$ cat config.mk
export PLATFORM = sky130hd
export DESIGN_NAME = a2d_conv_sched_flat
export DESIGN_NICKNAME = d
export VERILOG_FILES = /design/src/rtl/a2d_conv_sched_if.sv /design/src/rtl/a2d_conv_sched.sv /design/src/flat_wrapper.sv
export SDC_FILE = /design/constraint.sdc
export NUM_CORES = 1
export LEC_CHECK = 0
export ABC_AREA = 1
export BUFFER_PORTS_ARGS = -buffer_cell sky130_fd_sc_hd__buf_2
export CORE_MARGIN = 8
export CORE_UTILIZATION = 37
export DETAILED_ROUTE_END_ITERATION = 16
export GPL_ROUTABILITY_DRIVEN = 0
export PLACE_DENSITY = 0.63
export SYNTH_ARGS = -nofsm -noshare
export SYNTH_HDL_FRONTEND = slang
export SYNTH_SLANG_ARGS = --single-unit
export TNS_END_PERCENT = 1
$ cat constraint.sdc
create_clock -name clk -period 2.25 [get_ports clk]
set_input_delay 0.45 -clock clk [delete_from_list [all_inputs] [get_ports clk]]
set_output_delay 0.45 -clock clk [all_outputs]
set_load 0.05 [all_outputs]
$ cat src/rtl/a2d_conv_sched_if.sv
// Handshake between the conversion scheduler and the A2D SPI interface block.
interface a2d_conv_sched_if;
  logic        strt_cnv;
  logic [2:0]  chnnl;
  logic        cnv_cmplt;
  logic [11:0] res;

  modport master (output strt_cnv, output chnnl, input cnv_cmplt, input res);
  modport slave  (input strt_cnv, input chnnl, output cnv_cmplt, output res);
endinterface

$ cat src/rtl/a2d_conv_sched.sv
// Round-robin A2D conversion scheduler with background channel scan and
// a watchdog that aborts conversions whose completion never arrives.
module a2d_conv_sched #(
  parameter int unsigned NUM_REQ  = 4,
  parameter int unsigned SCAN_DIV = 1000,
  parameter int unsigned TMO_CYC  = 4096
) (
  input  logic                 clk,
  input  logic                 rst,
  input  logic [NUM_REQ-1:0]   req,
  input  logic [3*NUM_REQ-1:0] req_chnnl,
  output logic [NUM_REQ-1:0]   done_pls,
  output logic [11:0]          rd_data,
  output logic                 tmo_err,
  output logic                 busy,
  input  logic                 scan_en,
  input  logic [7:0]           scan_mask,
  output logic [95:0]          scan_res,
  output logic [7:0]           scan_vld,
  a2d_conv_sched_if.master     a2d
);

  localparam int unsigned TW = $clog2(TMO_CYC);
  localparam int unsigned SW = $clog2(SCAN_DIV);

  typedef enum logic [1:0] {IDLE, ISSUE, WAIT, DONE} state_t;

  state_t      state_q, state_d;
  logic [2:0]  owner, rr_ptr, scan_ptr, chnnl_q;
  logic        own_scan, aborted, scan_pend;
  logic [11:0] res_q;
  logic [TW-1:0] tmo_cnt;
  logic [SW-1:0] scan_cnt;

  logic        req_hit, req_hi, scan_lo, scan_hi, scan_take, tmo_hit, slot_hit;
  logic [2:0]  req_sel, req_ch, scan_ch;

  assign tmo_hit  = (tmo_cnt == TW'(TMO_CYC - 1));
  assign slot_hit = scan_en && (scan_cnt == SW'(SCAN_DIV - 1));

  // First pass finds the lowest set bit (wrap case); second pass overrides it
  // with the lowest set bit at/after the pointer when one exists.
  always_comb begin
    req_hit = 1'b0;
    req_hi  = 1'b0;
    req_sel = '0;
    req_ch  = '0;
    for (int unsigned j = 0; j < NUM_REQ; j++)
      if (req[j] && !req_hit) begin
        req_hit = 1'b1;
        req_sel = 3'(j);
      end
    for (int unsigned j = 0; j < NUM_REQ; j++)
      if (req[j] && (3'(j) >= rr_ptr) && !req_hi) begin
        req_hi  = 1'b1;
        req_sel = 3'(j);
      end
    for (int unsigned j = 0; j < NUM_REQ; j++)
      if (3'(j) == req_sel) req_ch = req_chnnl[3*j +: 3];
  end

  always_comb begin
    scan_lo = 1'b0;
    scan_hi = 1'b0;
    scan_ch = '0;
    for (int unsigned j = 0; j < 8; j++)
      if (scan_mask[j] && !scan_lo) begin
        scan_lo = 1'b1;
        scan_ch = 3'(j);
      end
    for (int unsigned j = 0; j < 8; j++)
      if (scan_mask[j] && (3'(j) > scan_ptr) && !scan_hi) begin
        scan_hi = 1'b1;
        scan_ch = 3'(j);
      end
  end

  always_comb begin
    state_d   = state_q;
    scan_take = 1'b0;
    case (state_q)
      IDLE: begin
        if (req_hit) begin
          state_d = ISSUE;
        end else if (scan_pend && (scan_mask != '0)) begin
          state_d   = ISSUE;
          scan_take = 1'b1;
        end
      end
      ISSUE:   state_d = WAIT;
      WAIT:    if (a2d.cnv_cmplt || tmo_hit) state_d = DONE;
      DONE:    state_d = IDLE;
      default: state_d = IDLE;
    endcase
  end

  always_ff @(posedge clk) begin
    if (rst) state_q <= IDLE;
    else     state_q <= state_d;
  end

  always_ff @(posedge clk) begin
    if (rst) begin
      owner     <= '0;
      rr_ptr    <= '0;
      scan_ptr  <= 3'd7;
      chnnl_q   <= '0;
      own_scan  <= 1'b0;
      aborted   <= 1'b0;
      scan_pend <= 1'b0;
      res_q     <= '0;
      rd_data   <= '0;
      tmo_cnt   <= '0;
      scan_cnt  <= '0;
      scan_res  <= '0;
      scan_vld  <= '0;
    end else begin
      if (!scan_en || slot_hit) scan_cnt <= '0;
      else                      scan_cnt <= scan_cnt + 1'b1;

      // A slot expiring in the same cycle it is consumed leaves a new one pending.
      if (slot_hit)       scan_pend <= 1'b1;
      else if (scan_take) scan_pend <= 1'b0;

      case (state_q)
        IDLE: begin
          if (req_hit) begin
            owner    <= req_sel;
            own_scan <= 1'b0;
            chnnl_q  <= req_ch;
          end else if (scan_take) begin
            own_scan <= 1'b1;
            chnnl_q  <= scan_ch;
          end
        end
        ISSUE: begin
          tmo_cnt <= '0;
          aborted <= 1'b0;
        end
        WAIT: begin
          if (a2d.cnv_cmplt) begin
            res_q <= a2d.res;
            if (!own_scan) rd_data <= a2d.res;
          end else if (tmo_hit) begin
            aborted <= 1'b1;
            if (!own_scan) rd_data <= 12'hFFF;
          end else begin
            tmo_cnt <= tmo_cnt + 1'b1;
          end
        end
        DONE: begin
          if (own_scan) begin
            scan_ptr <= chnnl_q;
            for (int unsigned c = 0; c < 8; c++)
              if (chnnl_q == 3'(c)) begin
                if (aborted) begin
                  scan_vld[c] <= 1'b0;
                end else begin
                  scan_vld[c]          <= 1'b1;
                  scan_res[12*c +: 12] <= res_q;
                end
              end
          end else begin
            rr_ptr <= (owner == 3'(NUM_REQ - 1)) ? '0 : owner + 3'd1;
          end
        end
        default: ;
      endcase
    end
  end

  always_comb begin
    done_pls = '0;
    for (int unsigned j = 0; j < NUM_REQ; j++)
      done_pls[j] = (state_q == DONE) && !own_scan && (owner == 3'(j));
  end

  assign tmo_err      = (state_q == DONE) && aborted;
  assign busy         = (state_q != IDLE);
  assign a2d.strt_cnv = (state_q == ISSUE);
  assign a2d.chnnl    = chnnl_q;

endmodule

$ cat src/flat_wrapper.sv
// flat-port wrapper written by rule: the top's interface ports become plain ports
module a2d_conv_sched_flat 
#(
  parameter int unsigned NUM_REQ  = 4,
  parameter int unsigned SCAN_DIV = 1000,
  parameter int unsigned TMO_CYC  = 4096
)
  (clk, rst, req, req_chnnl, done_pls, rd_data, tmo_err, busy, scan_en, scan_mask, scan_res, scan_vld, a2d_strt_cnv, a2d_chnnl, a2d_cnv_cmplt, a2d_res);
  a2d_conv_sched_if a2d_i ();
  input  logic clk;
  input  logic rst;
  input  logic [NUM_REQ-1:0] req;
  input  logic [3*NUM_REQ-1:0] req_chnnl;
  output logic [NUM_REQ-1:0] done_pls;
  output logic [11:0] rd_data;
  output logic tmo_err;
  output logic busy;
  input  logic scan_en;
  input  logic [7:0] scan_mask;
  output logic [95:0] scan_res;
  output logic [7:0] scan_vld;
  output wire logic [$bits(a2d_i.strt_cnv)-1:0] a2d_strt_cnv;
  output wire logic [$bits(a2d_i.chnnl)-1:0] a2d_chnnl;
  input wire logic [$bits(a2d_i.cnv_cmplt)-1:0] a2d_cnv_cmplt;
  input wire logic [$bits(a2d_i.res)-1:0] a2d_res;
  assign a2d_strt_cnv = a2d_i.strt_cnv;
  assign a2d_chnnl = a2d_i.chnnl;
  assign a2d_i.cnv_cmplt = a2d_cnv_cmplt;
  assign a2d_i.res = a2d_res;
  a2d_conv_sched #(.NUM_REQ(NUM_REQ), .SCAN_DIV(SCAN_DIV), .TMO_CYC(TMO_CYC)) u_core (.clk(clk), .rst(rst), .req(req), .req_chnnl(req_chnnl), .done_pls(done_pls), .rd_data(rd_data), .tmo_err(tmo_err), .busy(busy), .scan_en(scan_en), .scan_mask(scan_mask), .scan_res(scan_res), .scan_vld(scan_vld), .a2d(a2d_i));
endmodule
After elaboration in Yosys (flattened, before gate mapping)
Index checks and enable logic that the tools add are counted.

Flip-flop bits (word level): 167. Output and inout bits: 126. Logic and storage cells: 240.

Add/sub/neg operators: 3. $lt $le $gt $ge: 12. Equal/unequal tests: 23. Multiplexer cells: 72. Bitwise logic cells: 2. Reduce and logical (&&, ||, !) cells: 100.

Operators by type and width (count): two-way mux 3 bit (25); two-way mux 12 bit (6); logical AND 1 bit (40); two-way mux 1 bit (33); AND reduction 3 bit (11); AND reduction 4 bit (8); one-hot mux 12 bit (2 select lines) (1); logical NOT 1 bit (22); adder 12 x 1 -> 12 bit, second input constant (1); == test 12 bit, second input constant (1); == test 3 x 2 -> 1 bit, second input constant (4); == test 3 bit, second input constant (4); > comparator 3 bit, first input constant (4); AND reduction 2 bit (6); adder 10 x 1 -> 10 bit, second input constant (1); == test 10 bit, second input constant (1); two-way mux 2 bit (5); nonzero test 2 bit (5); logical NOT 3 bit (3); one-hot mux 2 bit (4 select lines) (1); nonzero test 8 bit (1); == test 2 x 3 -> 1 bit, first input constant (2); == test 3 x 1 -> 1 bit, second input constant (2); >= comparator 1 x 3 -> 1 bit, first input constant (2); 15 further kinds (23).

Depth between registers and ports, before layout
Gate-level depths: netlist of run 1.

Depth in word-level cells: 32. Mapped depth: 14.

Worst setup path after synthesis of run 1
OpenSTA, ideal clock, no wires.

Kind: register to output. Start point: register u_core.state_q[0]. End point: output port done_pls[0]. Arrival: 1.401 ns. Required time: 1.800 ns. Slack: 0.399 ns. Stages on the path, launching flop included: 6. Path buffers: 0. Cells stage by stage: dfxtp_1 -> ha_1 -> inv_1 -> nor2_1 -> inv_1 -> nor2_1.

Longest elaborated chain between the ends: 3.

RTL lines: start: declaration (RTL line a2d_conv_sched.sv:28) `state_t state_q, state_d;`; start signal: assignment (RTL line a2d_conv_sched.sv:99) `else state_q <= state_d;`; == test 2 bit (RTL line a2d_conv_sched.sv:175) `done_pls[j] = (state_q == DONE) && !own_scan && (owner == 3'(j));`; logical AND 1 bit (2 in a row) (RTL line a2d_conv_sched.sv:175); end: declaration (RTL line flat_wrapper.sv:14) `output logic [NUM_REQ-1:0] done_pls;`.

Every way passes these cells.

Final worst setup path of run 1
Same ends and word-level chain as after synthesis.

==> results of run 1 <==
cell usage after synthesis (2+ instances only):
| library cell | n | area [um^2] |
|---|---|---|
| o21ai_1 | 70 | 350 |
| nand3_2 | 10 | 100 |
| inv_2 | 14 | 52.6 |
| nor3b_1 | 2 | 15.0 |
| buf_4 | 4 | 30.0 |
| nand2_2 | 13 | 81.3 |
| clkbuf_1 | 18 | 67.6 |
| dfxtp_1 | 165 | 3300 |
| buf_1 | 12 | 45.0 |
| nand3_1 | 22 | 110 |
| a31oi_1 | 3 | 18.8 |
| nor3_2 | 3 | 30.0 |
| nor3_1 | 8 | 40.0 |
| o21ai_0 | 64 | 320 |
| a21oi_2 | 10 | 87.6 |
| ha_1 | 10 | 125 |
| buf_2 | 12 | 60.1 |
| nor2_4 | 8 | 90.1 |
| a21oi_1 | 95 | 475 |
| nand3b_1 | 2 | 15.0 |
| nor3_4 | 2 | 32.5 |
| nor2_2 | 4 | 25.0 |
| o211ai_1 | 3 | 22.5 |
| nor2_1 | 149 | 559 |
| buf_6 | 4 | 45.0 |
| inv_1 | 102 | 383 |
| o21a_1 | 2 | 15.0 |
| a22oi_1 | 2 | 15.0 |
| a211oi_1 | 3 | 22.5 |
| xor2_1 | 2 | 17.5 |
| nand2_1 | 69 | 259 |
power groups by stage:
stage | sequential, mW | combinational (mW) | clock, mW
2_1_floorplan | 3.47 | 0.863 | 0
3_3_place_gp | 3.44 | 1.31 | 0
3_5_place_dp | 3.45 | 1.32 | 0
4_1_cts | 3.38 | 1.33 | 3.19
5_1_grt | 3.40 | 1.45 | 3.34
6_report | 3.38 | 1.32 | 3.14
flip-flops by register name (all words and copies together), names as in the netlist, 2 cells and up:
| signal | flops |
|---|---|
| u_core.owner | 2 |
| u_core.rd_data | 12 |
| u_core.scan_res | 96 |
| u_core.state_q | 2 |
| u_core.rr_ptr | 2 |
| u_core.scan_cnt | 10 |
| u_core.scan_vld | 8 |
| u_core.scan_ptr | 3 |
| u_core.a2d.chnnl | 3 |
| u_core.res_q | 12 |
| u_core.tmo_cnt | 12 |
timing repair:
item	in CTS	in global routing
resized for setup	0	1
endpoints found under the setup margin	0	1
buffers inserted	0	0
final cells by class:
cell class	count	area (um^2)
inverter	117	443
clock buffer	18	439
timing repair buffer	176	923
antenna	1	2.50
sequential	165	3300
tap	234	293
multi-input combinational	570	2960
fill	1842	10000
clock inverter	14	206
per-stage QoR:
stage	cells	setup slack (ns)	power (mW)
final	1295	0.152	7.83
after floorplan	902	0.399	4.34
after global routing	1295	0.00720	8.18
after global placement	1262	0.354	4.75
after CTS	1294	0.106	7.89
after detailed placement	1262	0.317	4.76
routing by layer:
| metal | routed length [um] | part of all wire | vias up | global-route usage |
|---|---|---|---|---|
| li1 | - | - | 3228 | - |
| met1 | 8900 | 0.46 | 2749 | 0.198 |
| met2 | 9300 | 0.48 | 137 | 0.278 |
| met3 | 960 | 0.049 | 19 | 0.0445 |
| met4 | 287 | 0.015 | 0 | 0.0551 |
| met5 | 0 | 0 | - | 0 |
worst paths after layout:
check	slack, ns	start	cells after the start	end
worst min-delay path	0.31	a2d_res[6]	3	u_core.rd_data[6]$_SDFFE_PP0P_
worst min register to register	0.44	u_core.scan_res[55]$_SDFFE_PP0P_	2	u_core.scan_res[55]$_SDFFE_PP0P_
worst max-delay path	0.15	u_core.state_q[0]$_SDFFE_PP0P_	6	done_pls[0]
worst max register to register	0.31	u_core.tmo_cnt[0]$_SDFFE_PP0P_	9	u_core.rd_data[10]$_SDFFE_PP0P_
critical path: cells and delay by family (launching register included):
family                     cells  cell delay [ns]
buffers and inverters          3             0.45
DFF                            1             0.36
and+or+nand+nor                2             0.21
adders and majority gates      1             0.21
cells by family (layout without fill, tap and decap cells):
kind of cell	Yosys count	count (layout)	share of synthesized area
AO/OA/AOI/OAI	259	259	0.200
buffers and inverters	167	325	0.0992
flip-flops	165	165	0.475
other	0	1	0
AND/OR/NAND/NOR	298	298	0.203
XOR/XNOR	3	3	0.00378
adder cells (fa/ha/maj)	10	10	0.0180
==> metrics.md, run 1 <==
| Metric | Value |
|---|---|
| Gate Count Post-Synth | 902 |
| Most common cell after layout, fill and taps aside | dfxtp_1 |
| Static Leak | 4.02 nW |
| H-tree depth | 4 |
| Layout cell share with drive strength beyond 1 | 0.262 |
| Mean Syn Cell Area | 7.70 um^2 |
| Routed wire length | 19.5 mm |
| Setup tns final | 0 ns |
| Pin count of the biggest net entering global routing | 78 |
| Hold slack | 0.313 ns |
| Final worst-path cycle share | 0.932 |
| Synth Warn # | 0 |
| RSZ-0062 raised after global routing | no |
| Initial Utilization | 0.374 |
| Chip Width | 153 um |
| Kind of critical path | flop to output pin |
| Post-synth EDFFs | 0 |
| Startpoint class of the critical path | flop |
| Reg clk slew, reported paths | 0.07 ns |
| Internal | around 5.3 mW |
| Seq/Total Area, Yosys | 0.475 |
| DR WL/cell | between 15 and 20 um |
| Clk_lat worst skew | about 0.43 ns |
| Psw | between 2 and 3 mW |
| Area of placed instances | between 0.007 and 0.008 mm^2 |
| # IOs | 166 |
| Die Span Y | 153 um |
| Fraction of registers with async set/reset | 0 |
| Clk pwr share | 0.401 |
| Row count | 50 |
| Reg power frac | 0.431 |
| Synthesized cell area | approximately 0.0069 mm^2 |
| CP max FO | 8 |
| CP required | 1.80 ns |
| CTS Buf Count | 17 |
| Final worst path period need | 2.10 ns |
| Least-Margin Pin Slew | 0.615 ns |
| Slew margin rel. | 0.589 |
| Post-layout util | 0.461 |
| Crit-path slowest cell | dfxtp_1 |
| Clock sinks | 165 |
| Vias in the first global route | 5,879 |
| Gr usage total | 0.164 |
| Initial antenna violation count | 1 |
| First-pass GRT wire length | 31.1 mm |
| Final Cell Area | 0.00857 mm^2 |
| Fin. max-slew vios | 0 |
| Layout area overhead | 23.3% |
| Pre-Repair DR Iteration Count | 4 |
| # nets final | 1,097 |
| TritonCTS clock tree | done |
| Setup violations, final | 0 |
| Max Cap Viol | 0 |
| Hold-fix buffers at CTS | 0 |
| CTS Buffer Depth | 2 |
| Iteration-0 DRC Markers | 375 |
| Gate power share | 0.168 |
| Min-Delay Path Class | input pin to flop |
| FF+latch count, synth | about 170 |
| Clk_skew | 0.0118 ns |
| Vias per Instance | 4.74 |
| DRC viols | 0 |
| Crit path DAT | 1.65 ns |
| Most frequent cells in the layout | dfxtp_1, buf_2, nor2_1 |
| Final HPWL DP | 14.0 mm |
| Power per cell area | approximately 900 mW/mm^2 |
| Net Sw Frac | 0.327 |
| Fmax | 0.477 GHz |
| Top FF cell, synth | dfxtp_1 |
| Remaining global-route overflow | 0 |
| Crit-path cells | ha_1 -> inv_1 -> nor2_1 -> inv_1 -> nor2_1 -> buf_2 |
| Result of the run | finished, final reports clean |
| Die area | ~0.023 mm^2 |
| Unique masters post-synth | 46 |
| Via count | 6,133 |
| Core ar. | 0.0186 mm^2 |
| Routed Antenna Nets | 0 |
| Max incr delay on CP | 0.36 ns |
| Clock Root Buffer | clkbuf_16 |
| Maximum VDD drop | 0.000712 V |
| Final hold violations | 0 |
| Crit. End Element | output pin |
| Synthesized Nets | 952 |
| Port Buffer Count | 165 |
(Power assumes the default switching activity.)
==> run 2: changes to the inputs <==
--- a/config.mk
+++ b/config.mk
@@ -12,6 +12,7 @@
 export DETAILED_ROUTE_END_ITERATION = 16
 export GPL_ROUTABILITY_DRIVEN = 0
 export PLACE_DENSITY = 0.63
+export REMOVE_ABC_BUFFERS = 1
 export SYNTH_ARGS = -nofsm -noshare
 export SYNTH_HDL_FRONTEND = slang
 export SYNTH_SLANG_ARGS = --single-unit
==> run 2 against run 1 <==
Combinational power is essentially flat. Power is 2.2% lower. Fmax is 0.66% lower. Global-route usage is 0.19 points lower. Worst hold slack worse by 0.0036 ns. Largest cell class unchanged.
==> metrics.md, run 2 (synthesis gave the netlist of run 1 again) <==
| Metric | Value |
|---|---|
| Final worst-path cycle share | 0.939 (+0.00621) |
| Most frequent cells in the layout | dfxtp_1, buf_2, nor2_1 |
| Net Sw Frac | 0.316 (-0.0116) |
| Crit path DAT | 1.66 ns (about the same) |
| Hold-fix buffers at CTS | 0 (unchanged) |
| Clock Root Buffer | clkbuf_16 |
| Hold slack | 0.309 ns (-0.00365 ns) |
| Fmax | 0.474 GHz (-0.66%) |
| Post-CTS sizing | 0 (unchanged) |
| Maximum VDD drop | 0.000617 V (-13%) |
| Crit path from | u_core.state_q[0]$_SDFFE_PP0P_ |
| Initial Utilization | 0.374 (unchanged) |
| Area of placed instances | 0.00792 mm^2 (about the same) |
| DP Cell Count | 1,263 (+0.079%) |
| Internal | 5.24 mW (-0.52%) |
| Port Buffer Count | 165 (unchanged) |
| DR WL/cell | 14.9 um (-0.57%) |
| Routed Antenna Nets | 0 (unchanged) |
| Via count | 6,186 (+0.86%) |
| Most common cell after layout, fill and taps aside | dfxtp_1 |
| Total power | 7.65 mW (-2.2%) |
| Final HPWL DP | 14.1 mm (+0.45%) |
| Reg power frac | 0.437 (+0.006) |
| Gr usage total | 0.163 (-0.00187) |
| Largest Register | u_core.scan_res |
| Final hold violations | 0 (unchanged) |
| DP Worst Slack | 0.361 ns (+0.0439 ns) |
| Final Cell Area | 0.00854 mm^2 (-0.31%) |
| CP required | 1.80 ns (about the same) |
| CTS Buf Count | 17 (unchanged) |
| Static Leak | 4.01 nW (-0.11%) |
| RSZ-0062 raised after global routing | no |
| Vias in the first global route | 5,930 (+0.87%) |
| Die Span Y | 153 um (unchanged) |
| Core ar. | 0.0186 mm^2 (unchanged) |
| TritonCTS clock tree | done |
| Pin count of the biggest net entering global routing | 78 (unchanged) |
| Post-route setup slack | 0.138 ns (-0.0140 ns) |
| Reg clk slew, reported paths | 0.06 ns (about the same) |
| FF-to-FF Start | u_core.state_q[0]$_SDFFE_PP0P_ |
| Post-CTS Setup Bufs | 0 (unchanged) |
| Clk pwr share | 0.391 (-0.010) |
| Slew margin rel. | 0.652 (+0.0624) |
| Fin. max-slew vios | 0 (unchanged) |
| Layout area overhead | 22.9% |
| Setup violations, final | 0 (unchanged) |
| Kind of critical path | flop to output pin |
| CTS Buffer Depth | 2 (unchanged) |
| Min-Delay Path Class | input pin to flop |
| Clk_lat worst skew | 0.43 ns (about the same) |
| FF-to-FF End | u_core.scan_res[50]$_SDFFE_PP0P_ |
| DRC viols | 0 (unchanged) |
| Cell Count, Final, Fillers Out | 1,294 (-0.077%) |
| Remaining global-route overflow | 0 (unchanged) |
| Chip Width | 153 um (unchanged) |
| Clk_skew | 0.0128 ns (+0.00100 ns) |
| Setup tns final | 0 ns (unchanged) |
| FF-to-FF path depth | 8 (-1) |
| Result of the run | finished, final reports clean |
| CP max FO | 8 (unchanged) |
| # nets final | 1,098 (+0.091%) |
| CP Capture Point | done_pls[3] |
| Die area | 0.0234 mm^2 (unchanged) |
| Iteration-0 DRC Markers | 387 (+3.2%) |
| Max Cap Viol | 0 (unchanged) |
| Initial antenna violation count | 1 (unchanged) |
| Pre-Repair DR Iteration Count | 5 (+1) |
| Least-Margin Pin Slew | 0.522 ns (-0.0935 ns) |
| Max reg flops | 96 (unchanged) |
| Vias per Instance | 4.78 (+0.94%) |
| Power per cell area | 896 mW/mm^2 (-1.9%) |
| Routed wire length | 19.3 mm (-0.64%) |
| Psw | 2.42 mW (-5.7%) |
| Clock sinks | 165 (unchanged) |
| First-pass GRT wire length | 30.8 mm (-0.87%) |
| Post-layout util | 0.460 (-0.00141) |
| Worst R2R Setup Slack | 0.35 ns (+0.04 ns) |
| H-tree depth | 4 (unchanged) |
| Gate power share | 0.172 (+0.004) |
| Row count | 50 (unchanged) |
| Layout cell share with drive strength beyond 1 | 0.262 (unchanged) |
| Crit. End Element | output pin |
| # IOs | 166 (unchanged) |
| Startpoint class of the critical path | flop |
| Diode count | 0 (-1) |
| Final worst path period need | 2.11 ns (+0.0140 ns) |
-- run 2: cell count changes in the layout (fill, tap and decap cells not counted), moves of 3 or more --
| cell | before | now |
|---|---|---|
| buf_4 | 10 | 13 |
| clkinv_2 | 1 | 5 |
| buf_2 | 164 | 161 |
| clkinv_4 | 0 | 4 |
| inv_6 | 4 | 1 |
| inv_8 | 3 | 0 |
-- run 2: cell type report --
class,instances,area (um^2)
Fill cell,1840,10000
Sequential cell,165,3300
Multi-Input combinational cell,570,2960
Timing Repair Buffer,177,938
Clock buffer,19,453
Inverter,117,443
Tap cell,234,293
Clock inverter,12,154
-- run 2: worst max-delay path: stages, from the launching register on --
cell	delay, ns
dfxtp_1	0.36
ha_1	0.22
inv_1	0.06
nor2_1	0.10
inv_1	0.14
nor2_1	0.12
clkbuf_4	0.24
-- run 2: power groups by stage --
stage               Sequential [mW]  Clock, mW  Combinational (mW)
detailed placement             3.41          0                1.31
CTS                            3.34       3.06                1.33
floorplan                      3.54          0               0.748
finish                         3.34       2.99                1.32
global placement               3.40          0                1.31
global route                   3.37       3.19                1.44
-- run 2: worst min-delay path by stage --
stage                                           startpoint                               end  slack (ns)  cells after the start
after detailed placement  u_core.scan_res[23]$_SDFFE_PP0P_  u_core.scan_res[23]$_SDFFE_PP0P_        0.43                      2
after global routing                           a2d_res[11]     u_core.res_q[11]$_SDFFE_PP0P_        0.30                      3
after CTS                                       a2d_res[1]      u_core.res_q[1]$_SDFFE_PP0P_        0.30                      3
after floorplan              u_core.scan_cnt[0]$_SDFF_PP0_     u_core.scan_cnt[0]$_SDFF_PP0_        0.42                      1
final                                           a2d_res[1]      u_core.res_q[1]$_SDFFE_PP0P_        0.31                      3
after global placement    u_core.scan_res[13]$_SDFFE_PP0P_  u_core.scan_res[13]$_SDFFE_PP0P_        0.43                      2
-- run 2: per-layer routing --
layer	vias to the layer above	share of wire	global-route usage
met3	23	0.053	0.0507
met4	2	0.020	0.0598
met2	133	0.46	0.263
li1	3208	-	-
met5	-	0.00062	0
met1	2820	0.47	0.199
==> run 3: changes to the inputs <==
--- a/config.mk
+++ b/config.mk
@@ -8,10 +8,10 @@
 export ABC_AREA = 1
 export BUFFER_PORTS_ARGS = -buffer_cell sky130_fd_sc_hd__buf_2
 export CORE_MARGIN = 8
-export CORE_UTILIZATION = 37
+export CORE_UTILIZATION = 54
 export DETAILED_ROUTE_END_ITERATION = 16
 export GPL_ROUTABILITY_DRIVEN = 0
-export PLACE_DENSITY = 0.63
+export PLACE_DENSITY = 0.84
 export REMOVE_ABC_BUFFERS = 1
 export SYNTH_ARGS = -nofsm -noshare
 export SYNTH_HDL_FRONTEND = slang
==> run 3 against run 2 <==
Combinational power about the same. Global-route usage increased by 5.6 points. Power decreased by 4.0%. Die area decreased by 28%. Register-to-register slack got worse by 0.05 ns.
==> metrics.md, run 3 (synthesis gave the netlist of run 1 again) <==
| Metric | Value |
|---|---|
| CP required | 1.80 ns (about the same) |
| Clock Root Buffer | clkbuf_16 |
| Final worst-path cycle share | 0.938 (-0.00100) |
| Crit-path cells | ha_1 -> inv_1 -> nor2_1 -> inv_1 -> nor2_1 -> buf_2 |
| Max Cap Viol | 0 (unchanged) |
| TritonCTS clock tree | done |
| Final worst path period need | 2.11 ns (-0.00226 ns) |
| Largest Register | u_core.scan_res |
| Min-Delay Path Class | input pin to flop |
| CP max FO | 8 (unchanged) |
| Reg power frac | 0.455 (+0.018) |
| Clk_lat worst skew | 0.42 ns (about the same) |
| Psw | 2.36 mW (-2.2%) |
| Layout cell share with drive strength beyond 1 | 0.258 (-0.00399) |
| Initial Utilization | 0.553 (+0.179) |
| DR WL/cell | 15.1 um (+0.93%) |
| Clk pwr share | 0.368 (-0.023) |
| RSZ-0062 raised after global routing | no |
| Core ar. | 0.0126 mm^2 (-32%) |
| Port Buffer Count | 165 (unchanged) |
| Maximum VDD drop | 0.000580 V (-6.0%) |
| Routed wire length | 18.5 mm (-4.1%) |
| Routed Antenna Nets | 0 (unchanged) |
| Internal | 4.98 mW (-4.8%) |
| Via count | 6,370 (+3.0%) |
| Result of the run | finished, final reports clean |
| CTS Buf Count | 17 (unchanged) |
| Hold slack | 0.309 ns (+0.000431 ns) |
| DRC viols | 0 (unchanged) |
| Initial antenna violation count | 1 (unchanged) |
| Setup tns final | 0 ns (unchanged) |
| Clk_skew | 0.00740 ns (-0.00535 ns) |
| Remaining global-route overflow | 0 (unchanged) |
| First-pass GRT wire length | 29.0 mm (-6.0%) |
| Startpoint class of the critical path | flop |
| Static Leak | 3.97 nW (-1.2%) |
| CTS Buffer Depth | 2 (unchanged) |
| Crit path max-delay family | buffers and inverters |
| Hold-fix buffers at CTS | 0 (unchanged) |
| Layout area overhead | 20.7% |
| # IOs | 166 (unchanged) |
| Net Sw Frac | 0.322 (+0.00594) |
| H-tree depth | 4 (unchanged) |
| Fin. max-slew vios | 0 (unchanged) |
| Vias in the first global route | 5,923 (-0.12%) |
| Setup violations, final | 0 (unchanged) |
| Die Span Y | 129 um (-15%) |
| Most frequent cells in the layout | buf_2, dfxtp_1, nor2_1 |
| Max incr delay on CP | 0.37 ns (about the same) |
| Diode count | 0 (unchanged) |
| Worst path buffer plus inverter count | 3 (unchanged) |
| Slew margin rel. | 0.661 (+0.00952) |
| Row count | 41 (-18%) |
| Vias per Instance | 5.18 (+8.4%) |
| Gr usage total | 0.219 (+0.0561) |
| Chip Width | 129 um (-15%) |
| Post-CTS sizing | 0 (unchanged) |
| Final hold violations | 0 (unchanged) |
| # fillers | 1,042 (-43%) |
| Post-CTS Setup Bufs | 0 (unchanged) |
| Crit. End Element | output pin |
| Power per cell area | 876 mW/mm^2 (-2.2%) |
| Crit path DAT | 1.66 ns (about the same) |
| Max reg flops | 96 (unchanged) |
| Pre-Repair DR Iteration Count | 5 (unchanged) |
| Fmax | 0.474 GHz (+0.11%) |
| # nets final | 1,095 (-0.27%) |
| Clock sinks | 165 (unchanged) |
| Reg clk slew, reported paths | 0.06 ns (about the same) |
| Iteration-0 DRC Markers | 409 (+5.7%) |
| Pin count of the biggest net entering global routing | 82 (+5.1%) |
| Least-Margin Pin Slew | 0.508 ns (-0.0142 ns) |
| Final HPWL DP | 13.3 mm (-5.6%) |
| Gate power share | 0.177 (+0.005) |
| Crit-path slowest cell | dfxtp_1 |
| Kind of critical path | flop to output pin |
| Die area | 0.0168 mm^2 (-28%) |
run 3: power by group through the flow:
stage / combinational (mW) / sequential, mW / clock, mW
6_report: 1.30 / 3.35 / 2.70
3_3_place_gp: 1.28 / 3.40 / 0
5_1_grt: 1.42 / 3.37 / 2.86
4_1_cts: 1.30 / 3.34 / 2.73
3_5_place_dp: 1.29 / 3.40 / 0
2_1_floorplan: 0.748 / 3.54 / 0
run 3: path summary, 6_finish.rpt:
path | from | endpoint | slack, ns | depth (start not counted)
worst max-delay path | u_core.state_q[0]$_SDFFE_PP0P_ | done_pls[1] | 0.14 | 6
worst min-delay path | a2d_res[10] | u_core.rd_data[10]$_SDFFE_PP0P_ | 0.31 | 3
worst max register to register | u_core.state_q[0]$_SDFFE_PP0P_ | u_core.scan_res[52]$_SDFFE_PP0P_ | 0.30 | 8
worst min register to register | u_core.scan_res[21]$_SDFFE_PP0P_ | u_core.scan_res[21]$_SDFFE_PP0P_ | 0.44 | 2
run 3: per-stage QoR:
stage	total power [mW]	setup WS (ns)	util	cell area (um^2)	std cells
finish	7.35	0.141	0.667	8380	1229
global route	7.64	0.0151	0.667	8380	1229
CTS	7.37	0.121	0.667	8380	1229
detailed placement	4.69	0.318	0.623	7840	1198
global placement	4.68	0.445	0.623	7840	1198
floorplan	4.28	0.192	-	6700	852
run 3: layout make-up:
type	count	area (um^2)	area share
sequential	165	3300	0.394
multi-input combinational	570	2960	0.352
timing repair buffer	174	918	0.110
clock buffer	20	447	0.0533
inverter	117	443	0.0528
tap	172	215	0.0257
clock inverter	11	103	0.0122
run 3: routing by layer:
| metal | part of all wire | GRT usage | vias to the layer above |
|---|---|---|---|
| met5 | 0.00065 | 0 | - |
| met2 | 0.47 | 0.346 | 237 |
| met3 | 0.086 | 0.0624 | 48 |
| met1 | 0.41 | 0.263 | 2872 |
| li1 | - | - | 3211 |
| met4 | 0.032 | 0.121 | 2 |
run 3: worst register-to-register path, delay by kind of cell, from the launching register on:
kind / cells / cell delay, ns
DFF: 1 / 0.37
buffers and inverters: 2 / 0.20
and+or+nand+nor: 3 / 0.60
AOI/OAI and AO/OA: 2 / 0.44
adders and majority gates: 1 / 0.22
